$ cat src/rtl/fetch_unit.sv
// fetch_unit: program counter sequencer with a small branch-target LUT.
// IDLE waits for Start, RUN steps or branches the PC each cycle, DONE parks
// after a Halt until the next Start. CycleCount measures time spent in RUN.
module fetch_unit #(
  parameter int PC_W   = 10,
  parameter int LUT_AW = 5
) (
  input  logic              CLK,
  input  logic              Reset,
  input  logic              Start,
  input  logic [PC_W-1:0]   StartAddr,
  input  logic              Halt,
  input  logic              branch_en,
  input  logic              ZERO,
  input  logic [LUT_AW-1:0] Target_idx,
  input  logic              lut_we,
  input  logic [LUT_AW-1:0] lut_addr,
  input  logic [PC_W-1:0]   lut_data,
  output logic [PC_W-1:0]   PC,
  output logic              Running,
  output logic              Done,
  output logic [15:0]       CycleCount
);

  localparam int LUT_DEPTH = 1 << LUT_AW;

  typedef enum logic [1:0] {
    IDLE = 2'd0,
    RUN  = 2'd1,
    DONE = 2'd2
  } state_t;

  state_t          state;
  logic [PC_W-1:0] lut [LUT_DEPTH];
  logic [PC_W-1:0] branch_target;
  logic            branch_taken;

  // Next sequential address; wraps silently at the top of the address space.
  function automatic logic [PC_W-1:0] pc_step(input logic [PC_W-1:0] pc);
    pc_step = pc + {{(PC_W-1){1'b0}}, 1'b1};
  endfunction

  // Cycle counter increment that sticks at all-ones instead of wrapping.
  function automatic logic [15:0] sat_inc16(input logic [15:0] cnt);
    if (cnt == 16'hFFFF) sat_inc16 = cnt;
    else                 sat_inc16 = cnt + 16'd1;
  endfunction

  // Branch resolution reads the table combinationally, so a write landing on
  // the same edge is only seen by later branches.
  assign branch_target = lut[Target_idx];
  assign branch_taken  = branch_en && ZERO;

  assign Running = (state == RUN);
  assign Done    = (state == DONE);

  // Branch-target table: cleared by reset, otherwise written whenever enabled.
  always_ff @(posedge CLK) begin
    if (Reset) begin
      for (int i = 0; i < LUT_DEPTH; i++) lut[i] <= '0;
    end else if (lut_we) begin
      lut[lut_addr] <= lut_data;
    end
  end

  // Sequencer FSM: owns state, PC and the RUN cycle counter.
  always_ff @(posedge CLK) begin
    if (Reset) begin
      state      <= IDLE;
      PC         <= '0;
      CycleCount <= '0;
    end else begin
      unique case (state)
        IDLE, DONE: begin
          if (Start) begin
            state      <= RUN;
            PC         <= StartAddr;
            CycleCount <= '0;
          end
        end
        RUN: begin
          CycleCount <= sat_inc16(CycleCount);
          if (Halt)              state <= DONE;
          else if (branch_taken) PC    <= branch_target;
          else                   PC    <= pc_step(PC);
        end
        default: begin
          state <= IDLE;
        end
      endcase
    end
  end

endmodule

$ cat config.mk
export PLATFORM = sky130hd
export DESIGN_NAME = fetch_unit
export DESIGN_NICKNAME = d
export VERILOG_FILES = /design/src/rtl/fetch_unit.sv
export SDC_FILE = /design/constraint.sdc
export NUM_CORES = 1
export LEC_CHECK = 0
export ABC_AREA = 1
export ABC_CLOCK_PERIOD_IN_PS = 1700
export CORE_ASPECT_RATIO = 2
export CORE_MARGIN = 5
export CORE_UTILIZATION = 40
export CTS_CLUSTER_DIAMETER = 50
export DETAILED_ROUTE_END_ITERATION = 10
export GPL_TIMING_DRIVEN = 0
export SLEW_MARGIN = 0
export SYNTH_ARGS = -nofsm -noshare
export SYNTH_HDL_FRONTEND = slang
export SYNTH_SLANG_ARGS = --single-unit
$ cat constraint.sdc
create_clock -name CLK -period 1.7 [get_ports CLK]
set_input_delay 0.255 -clock CLK [delete_from_list [all_inputs] [get_ports CLK]]
set_output_delay 0.255 -clock CLK [all_outputs]
set_load 0.01 [all_outputs]
==> impl_results.md, run 1 <==
* CTS clk-pin slew, worst paths at 70 ps
* Initial antenna violation count at 0
* Area of the multi-input gates at 5979 sq um
* TritonCTS clock tree: yes
* H-tree level count at 2
* Share of layout cells above drive strength 1 at 14.91%
* CP endpoint: PC[8]$_SDFFE_PP0P_
* Power Density at 1000 nW/um^2
* Worst path required time at 2140 ps
* Clk sink count at 348
* Die span in x at 153.2 microns
* Placed Cells at 2397
* Final period utilization at 97.67%
* Hold-fix buffers at CTS at 0
* Drt via density at 5.641
* Clk_lat worst skew at 540 ps
* Initial core utilization at 40.14%
* Critical path origin: Target_idx[2]
* Number of flops mapped to enable cells by yosys at 320
* Critical path depth at 11
* Syn Area/Cell at 9.107 sq um
* Die area at 45400 sq um
* Power, Total at 19.80 mW
* # fillers at 3830
* Worst endpoint data arrival time at 2100 ps
* CP peak stage delay at 600 ps
* Worst r2r src: CycleCount[3]$_SDFFE_PP0P_
* Netlist cell types at 37
* CP most frequent cell: nand3_1
* Flop2flop setup slack at 50 ps
* Worst Max-Slew Pin Slew at 834.7 ps
* Syn_nets at 1840
* Worst Skew at 29.13 ps
* Max-slew violation total from the final report at 0
* Commonest non-fill, non-tap cell in the layout: nand2_1
* Hold Path Class: input pin to flop
* Post-DP HPWL at 46570 microns
* First-pass GRT wire length at 92030 microns
* Max-cap violations at 0
* Finished Layout Cells at 2467
* P&R area growth vs syn at 20.71%
* Top Ports at 65
* Tot GR Track Use at 28.34%
* Cells along the critical path: clkbuf_1 -> inv_1 -> clkbuf_1 -> nand3_1 -> nand2_1 -> nand2_1 -> nand3_1 -> nand3_1 -> nand3_1 -> nand2_1 -> a21oi_1
* Pin count of the biggest net entering global routing at 17
* DR pass1 iterations at 5
* Leakage at 7.821 nW
* Sequential fraction of the synthesis area at 62.00%
* Most frequent cells in the layout: 466 x nand2_1, 367 x nor2_1, 320 x edfxtp_1
* DRC at 0
* Reg2reg end: CycleCount[0]$_SDFFE_PP0P_
* Pre-CTS setup slack at -1770 ps
* Mapped Cells at 1801
* Buf+Inv Stages, Crit Path at 3
* Final setup fails at 0
* Post-route ant nets at 0
* RSZ-0062 raised after global routing: true
* Tmin final at 1660 ps
* CP endpoint kind: flop
* Max Root-Sink Buffers at 3
* NumNets Final at 1950
* Yosys reg bits at 348
* Ys async rst share at 0%
* Cell Rows at 105
* Antenna diode count at 0
* Worst setup margin at 39.58 ps
* Top FF cell, synth: edfxtp_1
* Crit path max fanout at 10
* Synth Warn # at 0
* Initial DRC Count at 1373
* Total wire length at 65560 microns
* TritonCTS buffer count at 34
* Fin. Hold Viols at 0
* Register area at 10210 sq um
* Kind of cell adding the most delay to the critical path: simple AND/OR/NAND/NOR gates
* I/O Buffers at 61
* Via count at 13920
* Max IR drop VDD at 0.5867 mV
* Chip height at 296.4 microns
* CTS Root Buffer Type: clkbuf_16
* GR Overflow Total at 0
* Slew margin rel. at 44.36%
* WS Path Type: input pin to flop
* Slowest stage cell, crit path: clkbuf_1
* Outcome: completed
* Setup TNS at 0 ps
* Total core area at 40860 sq um
* CP Launch Type: input pin
* Routability cong. at 1.002
* Vias in the first global route at 13780
* Reg2Reg Depth at 10
* WL/cell at 26.57 microns
* Cell Area, Synth at 16400 sq um
* Peak Freq at 0.6023 GHz
==> per-layer routing <==
metal	track usage (%)	vias to the layer above	wire [microns]
li1	-	6199	-
met3	4.135	291	4434
met2	51.50	763	33170
met1	27.49	6663	20520
met5	0	-	0
met4	25.47	0	7431
==> how the worst min path moves through the flow <==
stage | cells past startpoint | start | end
floorplan | 2 | Halt | state[1]$_SDFFE_PP0P_
global placement | 2 | CycleCount[5]$_SDFFE_PP0P_ | CycleCount[5]$_SDFFE_PP0P_
detailed placement | 2 | CycleCount[5]$_SDFFE_PP0P_ | CycleCount[5]$_SDFFE_PP0P_
CTS | 3 | Halt | state[1]$_SDFFE_PP0P_
global route | 3 | Halt | state[1]$_SDFFE_PP0P_
finish | 3 | Halt | state[1]$_SDFFE_PP0P_
==> flip-flops by register name, summed over array words and instances (netlist names) <==
register / cells
CycleCount: 16
PC: 10
lut: 320
state: 2
==> cell families (layout without fill, tap and decap cells) <==
family	after synthesis	in the layout	share of synthesized area, %
fa+ha+maj	2	2	0.1525
simple gates	1202	1207	30.30
xor+xnor	4	4	0.2136
compound gates	56	56	1.884
flops	348	348	62.00
buf+inv	189	315	5.447
==> final cells by class <==
cell class                      count  area share (%)
Buffer                            119           4.139
Sequential cell                   348           51.55
Inverter                           50           1.043
Tap cell                          535           3.381
Clock inverter                     20           1.011
Multi-Input combinational cell   1269           30.20
Clock buffer                       37           4.354
Timing Repair Buffer               89           4.316
==> power by group <==
group / switching (mW) / total (mW) / internal (mW)
logic: 1.71 / 2.36 / 0.655
registers: 0.154 / 9.92 / 9.77
clock network: 3.37 / 7.52 / 4.15
total: 5.23 / 19.8 / 14.6
==> cells in the mapped netlist, drive strengths merged, types with 3 or more instances <==
library cell / number / share of area, %
o211ai: 3 / 0.14
nand3: 270 / 8.3
nand4: 4 / 0.15
nor2: 372 / 8.6
inv: 49 / 1.2
nor3: 26 / 1.0
dfxtp: 28 / 3.4
o21ai: 13 / 0.42
edfxtp: 320 / 59
a21oi: 34 / 1.0
a31oi: 3 / 0.11
xor2: 4 / 0.21
nand2: 526 / 12
clkbuf: 84 / 1.9
buf: 55 / 2.3
==> through the flow <==
step | hold WS [ps] | utilization [%] | area (sq um)
3_5_place_dp | 483.3 | 43.28 | 17680
6_report | 330.5 | 48.46 | 19800
5_1_grt | 337.7 | 48.46 | 19800
3_3_place_gp | 472.9 | 43.28 | 17680
2_1_floorplan | 399.6 | - | 16400
4_1_cts | 320.3 | 47.89 | 19570
==> what timing repair did <==
item                                    CTS  global route
pin swaps                                11            12
buffers inserted                         14            14
endpoints found under the hold margin     0             0
resized for setup                       252            47
endpoints found under the setup margin  689           212
cloned                                    5             0
==> worst reg2reg max path, cell delays in order, from the launching register on <==
cell	delay [ps]
dfxtp_4	370
nand2_2	70
inv_2	70
nand2_4	80
nor3_4	220
nand3_2	130
o21ai_4	140
buf_6	170
buf_6	110
inv_2	40
a211oi_2	160
(Power assumes the default switching activity.)
==> run 2: changes to the inputs <==
ABC_CLOCK_PERIOD_IN_PS = unset   (was 1700)
CORE_MARGIN = 3   (was 5)
SKIP_CTS_REPAIR_TIMING = 1   (was unset)
==> impl_results.md, run 2 (same netlist as run 1, synthesis figures left out) <==
* CTS clk-pin slew, worst paths at 70 ps (about the same)
* Worst setup margin at -31.45 ps (-71.04 ps)
* Initial DRC Count at 1466 (+6.8%)
* Worst Skew at 20.72 ps (-8.401 ps)
* Chip height at 292.4 microns (-1.3%)
* TritonCTS clock tree: yes
* Reg power frac at 51.5% (+1.4 points)
* Share of layout cells above drive strength 1 at 15.14% (+0.23 points)
* Antenna diode count at 0 (unchanged)
* Tot GR Track Use at 29.44% (+1.1 points)
* Worst Max-Slew Pin Slew at 964.7 ps (+130.0 ps)
* Hold Path Class: input pin to flop
* Initial antenna violation count at 0 (unchanged)
* Max-cap violations at 0 (unchanged)
* DRC at 0 (unchanged)
* Post-DP HPWL at 47130 microns (+1.2%)
* Top Ports at 65 (unchanged)
* Setup TNS at -82.49 ps (-82.49 ps)
* Cell Rows at 104 (-0.95%)
* H-tree level count at 1 (-1)
* NumNets Final at 1971 (+1.1%)
* Most frequent cells in the layout: 483 x nand2_1, 365 x nor2_1, 320 x edfxtp_1
* CP Launch Type: flop
* Clk_lat worst skew at 600 ps (+60 ps)
* DR pass1 iterations at 8 (+3)
* Finished Layout Cells at 2485 (+0.73%)
* Worst endpoint data arrival time at 2220 ps (+120 ps)
* CP endpoint kind: flop
* Clock share of power at 36.0% (-2.0 points)
* Routability cong. at 1.035 (+3.3%)
* Max Root-Sink Buffers at 3 (unchanged)
* Slew margin rel. at 35.69% (-8.7 points)
* Initial core utilization at 40.66% (+0.52 points)
* Hold depth at 3 (unchanged)
* Worst path required time at 2180 ps (+40 ps)
* Tmin final at 1731 ps (+71.04 ps)
* Final setup fails at 5 (+5)
* # fillers at 3770 (-1.6%)
* Crit path max fanout at 5 (-5)
* P&R area growth vs syn at 21.42%
* Power Density at 967.7 nW/um^2 (-3.2%)
* Top Registers: lut (320), CycleCount (16), PC (10)
* First-pass GRT wire length at 90850 microns (-1.3%)
* Critical path origin: CycleCount[1]$_SDFFE_PP0P_
* Vias in the first global route at 13310 (-3.4%)
* Max-slew violation total from the final report at 0 (unchanged)
* Combinational share of power at 12.5% (+0.6 points)
* Placed Cells at 2392 (-0.21%)
* Area of the multi-input gates at 6030 sq um (+0.84%)
* Via count at 14080 (+1.2%)
* Most flop-heavy register: lut
* Hold_ws at 282.6 ps (-47.87 ps)
* Clk sink count at 348 (unchanged)
* Leakage at 8.258 nW (+5.6%)
* CTS Root Buffer Type: clkbuf_16
* Peak Freq at 0.5776 GHz (-4.1%)
* Fin. Hold Viols at 0 (unchanged)
* Post-route ant nets at 0 (unchanged)
* Outcome: finished with violations
* Commonest non-fill, non-tap cell in the layout: nand2_1
* Final period utilization at 101.9% (+4.2 points)
* Total wire length at 66540 microns (+1.5%)
* TritonCTS buffer count at 31 (-8.8%)
* Drt via density at 5.668 (+0.47%)
* Hold wc startpoint: Halt
* Largest register FFs at 320 (unchanged)
* I/O Buffers at 61 (unchanged)
* Internal at 14.08 mW (-3.4%)
* Total core area at 40340 sq um (-1.3%)
* Die area at 43620 sq um (-3.9%)
* Switch Pwr at 5.195 mW (-0.72%)
* GR Overflow Total at 0 (unchanged)
* Sw frac at 26.96% (+0.53 points)
* RSZ-0062 raised after global routing: true
* Reg2Reg Depth at 10 (unchanged)
* Failing checks: negative setup slack
* Die span in x at 149.2 microns (-2.6%)
* WS Path Type: flop to flop
* Worst r2r src: CycleCount[1]$_SDFFE_PP0P_
* Pin count of the biggest net entering global routing at 16 (-1)
* WL/cell at 26.77 microns (+0.76%)
* Register area at 10210 sq um (unchanged)
* Max IR drop VDD at 0.7205 mV (+23%)
-- run 2: cell count changes in the layout (fill, tap and decap cells not counted), moves of 4 or more --
| cell | previous run | this run |
|---|---|---|
| dlymetal6s2s_1 | 3 | 33 |
| nand2_2 | 25 | 9 |
| clkinv_1 | 5 | 9 |
| clkbuf_2 | 7 | 17 |
| nand2_1 | 466 | 483 |
| buf_2 | 18 | 38 |
| clkinv_2 | 4 | 8 |
| clkbuf_4 | 16 | 6 |
| clkbuf_8 | 4 | 0 |
| dlygate4sd2_1 | 27 | 0 |
-- run 2: power groups by stage --
stage / Clock, mW / Combinational (mW) / Sequential [mW]
after floorplan: 0 / 1.12 / 10.1
after global placement: 0 / 2.10 / 10.1
after detailed placement: 0 / 2.12 / 10.1
after CTS: 6.91 / 2.13 / 9.92
after global routing: 7.26 / 2.53 / 9.96
final: 6.94 / 2.41 / 9.92
-- run 2: through the flow --
stage,cell area (sq um),setup slack [ps],total power [mW],util (%)
after detailed placement,17680,-1664,12.23,43.82
after global routing,19920,-119.2,19.74,49.37
after floorplan,16400,35.88,11.19,-
final,19920,-31.45,19.27,49.37
after global placement,17680,-1620,12.20,43.82
after CTS,18630,-1062,18.96,46.18
-- run 2: final cells by class --
cell class	instances	area share, %
Buffer	135	4.360
Clock buffer	33	3.933
Clock inverter	23	0.8607
Inverter	50	1.055
Multi-Input combinational cell	1272	30.28
Sequential cell	348	51.25
Tap cell	530	3.330
Timing Repair Buffer	94	4.932
-- run 2: final timing paths --
path | to | slack, ps
hold reg to reg | PC[8]$_SDFFE_PP0P_ | 500
hold / removal | state[1]$_SDFFE_PP0P_ | 280
setup / recovery | CycleCount[12]$_SDFFE_PP0P_ | -30
setup reg to reg | CycleCount[12]$_SDFFE_PP0P_ | -30
-- run 2: metal layers --
layer | track usage (%) | wire length [microns] | share of wire (%) | vias up
li1 | - | - | - | 6261
met1 | 29.91 | 20390 | 31 | 6755
met2 | 52.58 | 34050 | 51 | 780
met3 | 3.514 | 4723 | 7.1 | 288
met4 | 24.88 | 7373 | 11 | 0
met5 | 0 | 0 | 0 | -
-- run 2: critical path, stage by stage (launching register included) --
cell	delay (ps)
dfxtp_4	370
ha_4	170
nand2_4	90
nor3_4	50
nand3_4	110
o21ai_4	100
buf_6	130
nor2_4	190
nand2_4	100
nor3_4	230
a21oi_2	80
==> run 3: changes to the inputs <==
CORE_UTILIZATION = 55   (was 40)
GPL_ROUTABILITY_DRIVEN = 1   (was unset)
PLACE_DENSITY = 0.76   (was unset)
==> impl_results.md, run 3 (same netlist as run 1, synthesis figures left out) <==
* Top Registers: lut (320), CycleCount (16), PC (10)
* GR Overflow Total at 0 (unchanged)
* Commonest non-fill, non-tap cell in the layout: nand2_1
* Power, Total at 19.53 mW (+1.3%)
* Initial antenna violation count at 0 (unchanged)
* CP Launch Type: flop
* Initial core utilization at 56.43% (+16 points)
* WS Path Type: flop to output pin
* Largest register FFs at 320 (unchanged)
* Total core area at 29070 sq um (-28%)
* P&R area growth vs syn at 18.94%
* # fillers at 2308 (-39%)
* CTS clk-pin slew, worst paths at 60 ps (about the same)
* Max-cap violations at 0 (unchanged)
* CP endpoint kind: output pin
* Placed Cells at 2222 (-7.1%)
* Vias in the first global route at 13840 (+4.0%)
* Reg power frac at 50.9% (-0.6 points)
* Hold_ws at 338.6 ps (+56.03 ps)
* Initial DRC Count at 1811 (+24%)
* DR pass1 iterations at 6 (-2)
* Leakage at 8.092 nW (-2.0%)
* Hold Path Class: input pin to flop
* Fin. Hold Viols at 0 (unchanged)
* Post-layout instance area at 19510 sq um (-2.0%)
* I/O Buffers at 61 (unchanged)
* Final period utilization at 105.6% (+3.8 points)
* RSZ-0062 raised after global routing: true
* Post-route ant nets at 0 (unchanged)
* Outcome: finished with violations
* Max IR drop VDD at 0.9167 mV (+27%)
* H-tree level count at 2 (+1)
* Chip height at 250.2 microns (-14%)
* Total wire length at 62470 microns (-6.1%)
* DRC at 0 (unchanged)
* Crit path max fanout at 5 (unchanged)
* Kind of cell adding the most delay to the critical path: buffers and inverters
* NumNets Final at 1962 (-0.46%)
* Internal at 14.36 mW (+2.0%)
* Routability cong. at 1.058 (+2.2%)
* Dpl cell area at 17460 sq um (-1.2%)
* Worst endpoint data arrival time at 1540 ps (-680 ps)
* Die span in x at 128.1 microns (-14%)
* Tmin final at 1796 ps (+64.59 ps)
* Via count at 14150 (+0.45%)
* Worst Max-Slew Pin Slew at 1030 ps (+65.64 ps)
* Clk_lat worst skew at 540 ps (-60 ps)
* Slowest stage cell, crit path: clkdlybuf4s50_1
* Worst setup margin at -96.04 ps (-64.59 ps)
* Clock share of power at 37.2% (+1.2 points)
* Tot GR Track Use at 38.22% (+8.8 points)
* Power Density at 1001 nW/um^2 (+3.4%)
* Pre-CTS setup slack at -1599 ps (+64.64 ps)
* Buf+Inv Stages, Crit Path at 1 (unchanged)
* CTS Root Buffer Type: clkbuf_16
* Clk sink count at 348 (unchanged)
* Die area at 32060 sq um (-27%)
* CP peak stage delay at 580 ps (+210 ps)
* WL/cell at 27.13 microns (+1.3%)
* Worst path required time at 1440 ps (-740 ps)
* Failing checks: negative setup slack
* Most frequent cells in the layout: 485 x nand2_1, 366 x nor2_1, 320 x edfxtp_1
* Cells along the critical path: clkdlybuf4s50_1
* Post-DP HPWL at 43950 microns (-6.7%)
* Combinational share of power at 12.0% (-0.5 points)
* Peak Freq at 0.5568 GHz (-3.6%)
* Share of layout cells above drive strength 1 at 13.74% (-1.4 points)
* Top Ports at 65 (unchanged)
* Antenna diode count at 0 (unchanged)
* Most flop-heavy register: lut
* TritonCTS clock tree: yes
* Worst Skew at 14.45 ps (-6.279 ps)
* Slew margin rel. at 31.31% (-4.4 points)
* Max-slew violation total from the final report at 0 (unchanged)
* Sw frac at 26.49% (-0.47 points)
* Max Root-Sink Buffers at 3 (unchanged)
* TritonCTS buffer count at 34 (+9.7%)
* Pin count of the biggest net entering global routing at 15 (-1)
* First-pass GRT wire length at 87130 microns (-4.1%)
* Switch Pwr at 5.172 mW (-0.44%)
* Final setup fails at 6 (+1)
* Cell Rows at 88 (-15%)
* Drt via density at 6.143 (+8.4%)
* Finished Layout Cells at 2303 (-7.3%)
run 3: cell count changes in the layout (fill, tap and decap cells not counted), moves of 4 or more:
| cell | before | now |
|---|---|---|
| clkbuf_16 | 31 | 35 |
| dfxtp_1 | 8 | 13 |
| buf_4 | 36 | 30 |
| buf_2 | 38 | 34 |
| nand3_1 | 263 | 268 |
| nand3_2 | 6 | 2 |
| nor3_4 | 13 | 9 |
| clkinv_1 | 9 | 5 |
run 3: final timing paths:
| path | cells after the start | from | slack [ps] | endpoint |
|---|---|---|---|---|
| worst max-delay path | 1 | CycleCount[9]$_SDFFE_PP0P_ | -100 | CycleCount[9] |
| worst min-delay path | 3 | Halt | 340 | state[1]$_SDFFE_PP0P_ |
| worst max register to register | 10 | state[1]$_SDFFE_PP0P_ | -10 | CycleCount[12]$_SDFFE_PP0P_ |
| worst min register to register | 2 | CycleCount[1]$_SDFFE_PP0P_ | 490 | CycleCount[1]$_SDFFE_PP0P_ |
run 3: layer usage:
layer	track usage (%)	share of wire, %	up-vias
met5	0	0	-
met1	38.76	29	6633
met3	7.810	9.9	330
met2	65.36	50	955
met4	32.70	11	0
li1	-	-	6230
run 3: layout make-up:
type / count / area (sq um) / area share, %
flip-flops and latches: 348 / 10200 / 52.26
multi-input cells: 1273 / 5902 / 30.25
repair buffers: 81 / 900.9 / 4.618
clock buffers: 40 / 894.6 / 4.586
plain buffers: 135 / 845.8 / 4.336
well taps: 360 / 450.4 / 2.309
inverters: 50 / 203.9 / 1.045
clock inverters: 16 / 115.1 / 0.5900
run 3: stage by stage:
step	util (%)	setup TNS, ps
6_report	67.11	-125.9
3_5_place_dp	60.08	-736200
3_3_place_gp	60.08	-720610
5_1_grt	67.11	-2514
4_1_cts	63.55	-392740
2_1_floorplan	-	0
run 3: worst reg2reg max path: stages, from the launching register on:
cell     delay [ps]
dfxtp_1         390
nor2_4           60
buf_4           150
inv_4           120
nor2_2           60
nand3_2         110
o21ai_4         110
nor2_4          180
nand2_2         100
nor3_1          210
a21oi_1         100
run 3: power by group through the flow:
stage | registers (mW) | clock network [mW] | logic, mW
3_5_place_dp | 10.1 | 0 | 2.04
2_1_floorplan | 10.1 | 0 | 1.12
4_1_cts | 9.93 | 7.18 | 2.05
5_1_grt | 9.97 | 7.48 | 2.43
6_report | 9.93 | 7.26 | 2.34
3_3_place_gp | 10.1 | 0 | 2.01
